===== config.mk =====
export PLATFORM = sky130hd
export DESIGN_NAME = vgatiming_param_gen_flat
export DESIGN_NICKNAME = d
export VERILOG_FILES = /design/src/rtl/vgatiming_param_gen_if.sv /design/src/rtl/vgatiming_param_gen.sv /design/src/flat_wrapper.sv
export SDC_FILE = /design/constraint.sdc
export NUM_CORES = 1
export LEC_CHECK = 0
export CAP_MARGIN = 10
export CORE_MARGIN = 5
export CORE_UTILIZATION = 45
export CTS_BUF_LIST = sky130_fd_sc_hd__clkbuf_2
export CTS_CLUSTER_SIZE = 20
export DETAILED_ROUTE_END_ITERATION = 6
export GPL_TIMING_DRIVEN = 1
export PLACE_DENSITY = 0.66
export SYNTH_ARGS = -nofsm -noshare
export SYNTH_HDL_FRONTEND = slang
export SYNTH_SLANG_ARGS = --single-unit
export TNS_END_PERCENT = 20

===== constraint.sdc =====
create_clock -name iVGA_CLOCK -period 5.75 [get_ports iVGA_CLOCK]
set_clock_uncertainty 0.05 [all_clocks]
set_input_delay 0.575 -clock iVGA_CLOCK [delete_from_list [all_inputs] [get_ports iVGA_CLOCK]]
set_output_delay 0.575 -clock iVGA_CLOCK [all_outputs]
set_load 0.02 [all_outputs]

===== src/rtl/vgatiming_param_gen_if.sv =====
// Display-side bundle for vgatiming_param_gen: run enable in, sync/blank/request/coordinate outputs.
// oFRAME_CNT exists only when VGATIMING_FRAME_CNT_EN is defined.
interface vgatiming_param_gen_if #(
  parameter int P_CNT_W = 11
);
  logic               iENABLE;
  logic               oDATA_REQ;
  logic [P_CNT_W-1:0] oDATA_X;
  logic [P_CNT_W-1:0] oDATA_Y;
  logic               oLINE_START;
  logic               oFRAME_START;
  logic               oDISP_HSYNC;
  logic               oDISP_VSYNC;
  logic               oDISP_BLANK;
`ifdef VGATIMING_FRAME_CNT_EN
  logic [15:0]        oFRAME_CNT;
`endif

  // master = timing generator, slave = framebuffer reader / DAC side
  modport master (
    input  iENABLE,
    output oDATA_REQ, oDATA_X, oDATA_Y, oLINE_START, oFRAME_START,
`ifdef VGATIMING_FRAME_CNT_EN
    output oFRAME_CNT,
`endif
    output oDISP_HSYNC, oDISP_VSYNC, oDISP_BLANK
  );

  modport slave (
    output iENABLE,
    input  oDATA_REQ, oDATA_X, oDATA_Y, oLINE_START, oFRAME_START,
`ifdef VGATIMING_FRAME_CNT_EN
    input  oFRAME_CNT,
`endif
    input  oDISP_HSYNC, oDISP_VSYNC, oDISP_BLANK
  );
endinterface


===== src/rtl/vgatiming_param_gen.sv =====
// Parametrised VGA timing generator: registered sync/blank, lead-adjustable pixel request with X/Y.
// Optional 16-bit frame counter output when VGATIMING_FRAME_CNT_EN is defined.
module vgatiming_param_gen #(
  parameter int P_H_SYNC   = 96,
  parameter int P_H_BACK   = 48,
  parameter int P_H_ACTIVE = 640,
  parameter int P_H_FRONT  = 16,
  parameter int P_V_SYNC   = 2,
  parameter int P_V_BACK   = 33,
  parameter int P_V_ACTIVE = 480,
  parameter int P_V_FRONT  = 10,
  parameter bit P_HS_POL   = 1'b0,
  parameter bit P_VS_POL   = 1'b0,
  parameter int P_REQ_LEAD = 1,
  parameter int P_CNT_W    = 11
) (
  input  logic                  iVGA_CLOCK,
  input  logic                  inRESET,
  vgatiming_param_gen_if.master vga
);

  localparam int H_TOTAL = P_H_SYNC + P_H_BACK + P_H_ACTIVE + P_H_FRONT;
  localparam int V_TOTAL = P_V_SYNC + P_V_BACK + P_V_ACTIVE + P_V_FRONT;

  localparam logic [P_CNT_W-1:0] H_LAST     = P_CNT_W'(H_TOTAL - 1);
  localparam logic [P_CNT_W-1:0] V_LAST     = P_CNT_W'(V_TOTAL - 1);
  localparam logic [P_CNT_W-1:0] H_SYNC_END = P_CNT_W'(P_H_SYNC);
  localparam logic [P_CNT_W-1:0] V_SYNC_END = P_CNT_W'(P_V_SYNC);
  localparam logic [P_CNT_W-1:0] HA0        = P_CNT_W'(P_H_SYNC + P_H_BACK);
  localparam logic [P_CNT_W-1:0] HA_END     = P_CNT_W'(P_H_SYNC + P_H_BACK + P_H_ACTIVE);
  localparam logic [P_CNT_W-1:0] VA0        = P_CNT_W'(P_V_SYNC + P_V_BACK);
  localparam logic [P_CNT_W-1:0] VA_END     = P_CNT_W'(P_V_SYNC + P_V_BACK + P_V_ACTIVE);
  localparam logic [P_CNT_W-1:0] HR0        = P_CNT_W'(P_H_SYNC + P_H_BACK - P_REQ_LEAD);
  localparam logic [P_CNT_W-1:0] HR_END     = P_CNT_W'(P_H_SYNC + P_H_BACK - P_REQ_LEAD + P_H_ACTIVE);

  if (P_REQ_LEAD > P_H_BACK) begin : g_bad_lead
    $error("vgatiming_param_gen: P_REQ_LEAD exceeds P_H_BACK");
  end
  if ((longint'(H_TOTAL) > (longint'(1) << P_CNT_W)) ||
      (longint'(V_TOTAL) > (longint'(1) << P_CNT_W))) begin : g_bad_width
    $error("vgatiming_param_gen: P_CNT_W too narrow for line/frame totals");
  end

  logic [P_CNT_W-1:0] h_q, h_d;
  logic [P_CNT_W-1:0] v_q, v_d;
  logic [P_CNT_W-1:0] x_q, x_d;
  logic [P_CNT_W-1:0] y_q, y_d;
  logic               req_q, req_d;
  logic               line_q, line_d;
  logic               frame_q, frame_d;
  logic               hs_q, hs_d;
  logic               vs_q, vs_d;
  logic               blank_q, blank_d;

  logic h_act, v_act, h_req;

  always_comb begin
    h_d = h_q;
    v_d = v_q;
    if (!vga.iENABLE) begin
      h_d = '0;
      v_d = '0;
    end else if (h_q == H_LAST) begin
      h_d = '0;
      v_d = (v_q == V_LAST) ? '0 : v_q + 1'b1;
    end else begin
      h_d = h_q + 1'b1;
    end
  end

  // Everything below decodes the current (h,v); the registers present it one cycle later.
  always_comb begin
    h_act   = (h_q >= HA0) && (h_q < HA_END);
    v_act   = (v_q >= VA0) && (v_q < VA_END);
    h_req   = (h_q >= HR0) && (h_q < HR_END);
    hs_d    = ~P_HS_POL;
    vs_d    = ~P_VS_POL;
    blank_d = 1'b1;
    req_d   = 1'b0;
    line_d  = 1'b0;
    frame_d = 1'b0;
    x_d     = x_q;
    y_d     = y_q;
    if (!vga.iENABLE) begin
      x_d = '0;
      y_d = '0;
    end else begin
      hs_d    = (h_q < H_SYNC_END) ? P_HS_POL : ~P_HS_POL;
      vs_d    = (v_q < V_SYNC_END) ? P_VS_POL : ~P_VS_POL;
      blank_d = ~(h_act && v_act);
      req_d   = h_req && v_act;
      line_d  = (h_q == '0);
      frame_d = (h_q == '0) && (v_q == '0);
      if (req_d) begin
        x_d = (h_q == HR0) ? '0 : x_q + 1'b1;
        y_d = v_q - VA0;
      end
    end
  end

  always_ff @(posedge iVGA_CLOCK or negedge inRESET) begin
    if (!inRESET) begin
      h_q     <= '0;
      v_q     <= '0;
      x_q     <= '0;
      y_q     <= '0;
      req_q   <= 1'b0;
      line_q  <= 1'b0;
      frame_q <= 1'b0;
      hs_q    <= ~P_HS_POL;
      vs_q    <= ~P_VS_POL;
      blank_q <= 1'b1;
    end else begin
      h_q     <= h_d;
      v_q     <= v_d;
      x_q     <= x_d;
      y_q     <= y_d;
      req_q   <= req_d;
      line_q  <= line_d;
      frame_q <= frame_d;
      hs_q    <= hs_d;
      vs_q    <= vs_d;
      blank_q <= blank_d;
    end
  end

`ifdef VGATIMING_FRAME_CNT_EN
  logic [15:0] frame_cnt_q, frame_cnt_d;

  // Steps on the same edge that raises oFRAME_START; a disabled generator never pulses, so it holds.
  always_comb begin
    frame_cnt_d = frame_d ? frame_cnt_q + 16'd1 : frame_cnt_q;
  end

  always_ff @(posedge iVGA_CLOCK or negedge inRESET) begin
    if (!inRESET) begin
      frame_cnt_q <= '0;
    end else begin
      frame_cnt_q <= frame_cnt_d;
    end
  end

  assign vga.oFRAME_CNT = frame_cnt_q;
`endif

  assign vga.oDATA_REQ    = req_q;
  assign vga.oDATA_X      = x_q;
  assign vga.oDATA_Y      = y_q;
  assign vga.oLINE_START  = line_q;
  assign vga.oFRAME_START = frame_q;
  assign vga.oDISP_HSYNC  = hs_q;
  assign vga.oDISP_VSYNC  = vs_q;
  assign vga.oDISP_BLANK  = blank_q;

endmodule


===== src/flat_wrapper.sv =====
// flat-port wrapper written by rule: the top's interface ports become plain ports
module vgatiming_param_gen_flat 
#(
  parameter int P_H_SYNC   = 96,
  parameter int P_H_BACK   = 48,
  parameter int P_H_ACTIVE = 640,
  parameter int P_H_FRONT  = 16,
  parameter int P_V_SYNC   = 2,
  parameter int P_V_BACK   = 33,
  parameter int P_V_ACTIVE = 480,
  parameter int P_V_FRONT  = 10,
  parameter bit P_HS_POL   = 1'b0,
  parameter bit P_VS_POL   = 1'b0,
  parameter int P_REQ_LEAD = 1,
  parameter int P_CNT_W    = 11
)
  (iVGA_CLOCK, inRESET, vga_iENABLE, vga_oDATA_REQ, vga_oDATA_X, vga_oDATA_Y, vga_oLINE_START, vga_oFRAME_START, vga_oDISP_HSYNC, vga_oDISP_VSYNC, vga_oDISP_BLANK);
  vgatiming_param_gen_if #(.P_CNT_W(P_CNT_W)) vga_i ();
  input  logic iVGA_CLOCK;
  input  logic inRESET;
  input wire logic [$bits(vga_i.iENABLE)-1:0] vga_iENABLE;
  output wire logic [$bits(vga_i.oDATA_REQ)-1:0] vga_oDATA_REQ;
  output wire logic [$bits(vga_i.oDATA_X)-1:0] vga_oDATA_X;
  output wire logic [$bits(vga_i.oDATA_Y)-1:0] vga_oDATA_Y;
  output wire logic [$bits(vga_i.oLINE_START)-1:0] vga_oLINE_START;
  output wire logic [$bits(vga_i.oFRAME_START)-1:0] vga_oFRAME_START;
  output wire logic [$bits(vga_i.oDISP_HSYNC)-1:0] vga_oDISP_HSYNC;
  output wire logic [$bits(vga_i.oDISP_VSYNC)-1:0] vga_oDISP_VSYNC;
  output wire logic [$bits(vga_i.oDISP_BLANK)-1:0] vga_oDISP_BLANK;
  assign vga_i.iENABLE = vga_iENABLE;
  assign vga_oDATA_REQ = vga_i.oDATA_REQ;
  assign vga_oDATA_X = vga_i.oDATA_X;
  assign vga_oDATA_Y = vga_i.oDATA_Y;
  assign vga_oLINE_START = vga_i.oLINE_START;
  assign vga_oFRAME_START = vga_i.oFRAME_START;
  assign vga_oDISP_HSYNC = vga_i.oDISP_HSYNC;
  assign vga_oDISP_VSYNC = vga_i.oDISP_VSYNC;
  assign vga_oDISP_BLANK = vga_i.oDISP_BLANK;
  vgatiming_param_gen #(.P_H_SYNC(P_H_SYNC), .P_H_BACK(P_H_BACK), .P_H_ACTIVE(P_H_ACTIVE), .P_H_FRONT(P_H_FRONT), .P_V_SYNC(P_V_SYNC), .P_V_BACK(P_V_BACK), .P_V_ACTIVE(P_V_ACTIVE), .P_V_FRONT(P_V_FRONT), .P_HS_POL(P_HS_POL), .P_VS_POL(P_VS_POL), .P_REQ_LEAD(P_REQ_LEAD), .P_CNT_W(P_CNT_W)) u_core (.iVGA_CLOCK(iVGA_CLOCK), .inRESET(inRESET), .vga(vga_i));
endmodule

==> flow_results.org <==
** GRT
- Initial antenna violation count :: 0
- Met3 global-route usage :: 2.79%
- Most crowded layer after global routing :: met2
- Global-route wire length before repair :: 10500 um
- Pin count of the biggest net entering global routing :: 51
- Met1 global-route usage :: 22.9%
- Total overflow reported by the global router :: 0
- Met2 routing resource usage after global routing :: 27.1%
- Vias in the first global route :: 2185
- Across every metal layer, demand over resource in global routing totals 16.7%.

** Synth
- Synthesis handed over a netlist of 305 instances.
- Of the synthesized area, sequential elements account for 45.0%.
- Yosys mapped the design onto 50 distinct sky130hd cell types.
- Post-Syn Nets :: 313
- Synthesis Warnings :: 0
- Async set or reset register ratio after synthesis :: 100%
- Count of flip-flops with a built-in enable after synthesis :: 0
- Cell taking the most area after synthesis :: sky130_fd_sc_hd__dfrtp_1
- A synthesized cell averages 9.14 um2.
- Counting flops and latches in the post-synthesis netlist gives 50.
- The top cell type by area accounts for 42.2% of the synthesized area.
- Area of the mapped netlist :: 0.00279 mm2
- Sorting the synthesized cells by area gives the leading types as sky130_fd_sc_hd__dfrtp_1 (42%), sky130_fd_sc_hd__nor2_1 (4.0%), sky130_fd_sc_hd__nand3_1 (3.9%).
- Dominant synthesized flop cell :: sky130_fd_sc_hd__dfrtp_1

** Timing
- Post-Route Setup TNS :: 0 ns
- After layout, the worst setup slack is 2.81 ns.
- The worst path needs 2.94 ns of the cycle, external delays included.
- The final critical path takes up 51.2% of the cycle.
- Tightest slew margin relative to the limit :: 32.9%
- The number of max-slew violations in the final report is 0.
- Peak clock frequency supported by timing :: 340 MHz
- Hold is met by 0.424 ns.
- The number of failing hold endpoints at the final stage is 0.
- Setup violations remaining at the end of the flow were counted as 0.
- At the pin with the least slew margin, the transition time is 1.01 ns.
- Setup repair after global routing left no endpoint under its margin.

** Critical path
- End of the worst register-to-register path :: u_core.vga.oDATA_Y[4]$_DFFE_PN0P_
- Worst reg2reg setup slack :: 2.87 ns
- In this run the worst setup path begins at vga_iENABLE.
- The worst register-to-register path begins at u_core.h_q[6]$_DFF_PN0_.
- Capturing instance or port of the critical path :: u_core.v_q[6]$_DFFE_PN0P_
- Measured in cells, the most critical reg-to-reg path has a length of 5.
- Data on the critical path is required at its endpoint by 6.06 ns.
- Path type of the worst setup path :: in -> reg
- The worst setup path is captured at a flip-flop.
- In this run the worst path has a maximum fanout of 22.
- For the worst setup path, the data arrival time is 3.25 ns.
- The worst setup path is launched from an input port.
- CP max stage delay :: 0.86 ns
- Worst-path cell with the longest stage delay :: sky130_fd_sc_hd__a41oi_1
- Cells traversed along the worst timing path :: clkdlybuf4s50_1 > inv_1 > a41oi_1 > or2_2 > nand2b_1 > o21ai_0

** Placed design
- Pre-CTS WS :: 2.35 ns
- The congestion estimate from routability-driven global placement came to 0.807.
- Half-perimeter wire length after placement :: 4270 um
- The count of buffers added on input and output ports is 30.
- In this run the cell area measured after placement is 0.00306 mm2.

** Power
- Leakage power of the design :: 1.28 nW
- Summing internal, switching and leakage power gives 611 uW.
- Pwr dens :: 193 mW/mm2
- The worst-case IR drop observed on VDD is 110 uV.

** Clock tree
- The number of gates resized after CTS was 0.
- The H-tree generated during clock tree synthesis spans 2 levels.
- TritonCTS built the clock tree.
- Clock tree synthesis found a total of 50 sinks.
- Clock latency of the later-clocked register in the worst-skew pair :: 0.45 ns
- In this run, CTS created clock tree buffers numbering 5.
- Maximum root-to-sink buffer count :: 2
- In this run the clock root is driven by a sky130_fd_sc_hd__clkbuf_2.
- After clock tree synthesis, the clock-pin slew on the worst setup and hold paths is 0.26 ns.

** Floorplanning
- The die is 88.7 um wide.
- Core ar. :: 0.00599 mm2
- Y dimension of the die :: 88.7 um
- Number of placement rows :: 28
- Effective utilization at floorplan :: 46.6%
- I/O pin count :: 31
- The die covers 0.00787 mm2.

** Finish
- Share of post-route cells with drive strength above 1 :: 5.96%
- At the end of the flow, the number of nets in the layout was 326.
- Final Cell Area :: 0.00316 mm2
- Layout overhead on the synthesized area :: 13.2%
- The repair_antennas step left the layout with diodes totalling 0.
- The library cells used most frequently in the layout, excluding fill and tap cells, are sky130_fd_sc_hd__dfrtp_1 (47), sky130_fd_sc_hd__nor2_1 (30), sky130_fd_sc_hd__clkdlybuf4s50_1 (29), sky130_fd_sc_hd__nand3_1 (22), sky130_fd_sc_hd__o21ai_0 (21).
- The layout has 534 filler cells.
- Most common cell after layout, fill and taps aside :: sky130_fd_sc_hd__dfrtp_1

** Hold path
- Hold/Removal Path Class :: in -> async

** Routing
- Number of vias per cell after detailed routing :: 5.88
- The final route contains 2315 vias.
- Initial drt markers :: 174
- Wires add up to 6260 um.
- The first detailed-routing pass ran for 4 iterations.
- Number of nets with antenna violations after detailed routing :: 0
- Routed wire per std cell :: 15.9 um
- For this run, design rule violations remaining after detail routing come to 0.

** Run
- Across the run, the number of max-cap violations was 0.

** Run status
- The run finished with clean final reports.
report_power, final:
part | internal [mW] | switching (mW) | total, mW
logic | 0.0216 | 0.0361 | 0.0577
clock network | 0.0740 | 0.111 | 0.185
registers | 0.360 | 0.00775 | 0.368
total | 0.456 | 0.155 | 0.611
critical path, delay by kind of cell:
kind                   cells  cell delay (ns)
AO/OA/AOI/OAI              2             0.93
buffers and inverters      2             1.27
AND/OR/NAND/NOR            2             0.46
stage by stage:
step	instances	utilization (%)
2_1_floorplan	305	-
3_3_place_gp	384	51.1
3_5_place_dp	384	51.1
4_1_cts	392	52.2
5_1_grt	394	52.7
6_report	394	52.7
sequential cells by signal (all words and copies together), names as in the netlist:
name / flops
u_core.vga.oDATA_Y: 11
u_core.vga.oDISP_VSYNC: 1
u_core.vga.oDISP_HSYNC: 1
u_core.vga.oDISP_BLANK: 1
u_core.h_q: 11
u_core.vga.oLINE_START: 1
u_core.vga.oDATA_X: 11
u_core.vga.oDATA_REQ: 1
u_core.v_q: 11
u_core.vga.oFRAME_START: 1
cell families (layout without fill, tap and decap cells):
group                      after synthesis  after routing  synth area share, %
xor gates and xnor gates                16             16                 5.02
adders and majority gates                5              5                 2.24
AOI/OAI and AO/OA                       83             83                 19.7
and+or+nand+nor                        115            115                 22.2
muxes                                    1              1                0.359
DFF                                     50             50                 45.0
buffers and inverters                   35             49                 5.43
timing repair:
action / 4_1_cts / 5_1_grt
hold buffers: 0 / 1
hold endpoints to repair: 0 / 9
endpoints found under the setup margin: 0 / 0
buffers inserted: 0 / 0
area by class of cell:
class,instances,area [um2],area share (%)
Tap cell,75,93.8,2.97
Sequential cell,50,1250,39.7
Inverter,8,30.0,0.951
Multi-Input combinational cell,220,1380,43.8
Timing Repair Buffer,33,333,10.5
Clock buffer,6,30.0,0.951
Clock inverter,2,33.8,1.07
worst min path at each step:
stage,from,to,cells past startpoint,slack [ns]
2_1_floorplan,inRESET,u_core.h_q[0]$_DFF_PN0_,0,0.23
3_3_place_gp,u_core.vga.oDATA_X[10]$_DFFE_PN0P_,u_core.vga.oDATA_X[10]$_DFFE_PN0P_,1,0.42
3_5_place_dp,u_core.vga.oDATA_X[10]$_DFFE_PN0P_,u_core.vga.oDATA_X[10]$_DFFE_PN0P_,1,0.43
4_1_cts,inRESET,u_core.v_q[2]$_DFFE_PN0P_,1,0.28
5_1_grt,inRESET,u_core.vga.oDATA_X[0]$_DFFE_PN0P_,2,0.42
6_report,inRESET,u_core.vga.oDATA_X[0]$_DFFE_PN0P_,2,0.42
cell usage after synthesis, types with 8 or more instances:
library cell and n:
sky130_fd_sc_hd__xnor2_1 8, sky130_fd_sc_hd__o31ai_1 11, sky130_fd_sc_hd__inv_1 8, sky130_fd_sc_hd__nand3_1 22
sky130_fd_sc_hd__xor2_1 8, sky130_fd_sc_hd__nor2_1 30, sky130_fd_sc_hd__o21ai_0 21, sky130_fd_sc_hd__dfrtp_1 47
sky130_fd_sc_hd__nand2_1 14, sky130_fd_sc_hd__clkbuf_1 18, sky130_fd_sc_hd__a21oi_1 18
metal layers:
layer,up-vias,routed length (um)
met1,1107,2980
met5,-,0
li1,1149,-
met3,6,284
met4,0,61
met2,53,2930
Power figures use the tool's default switching activity.
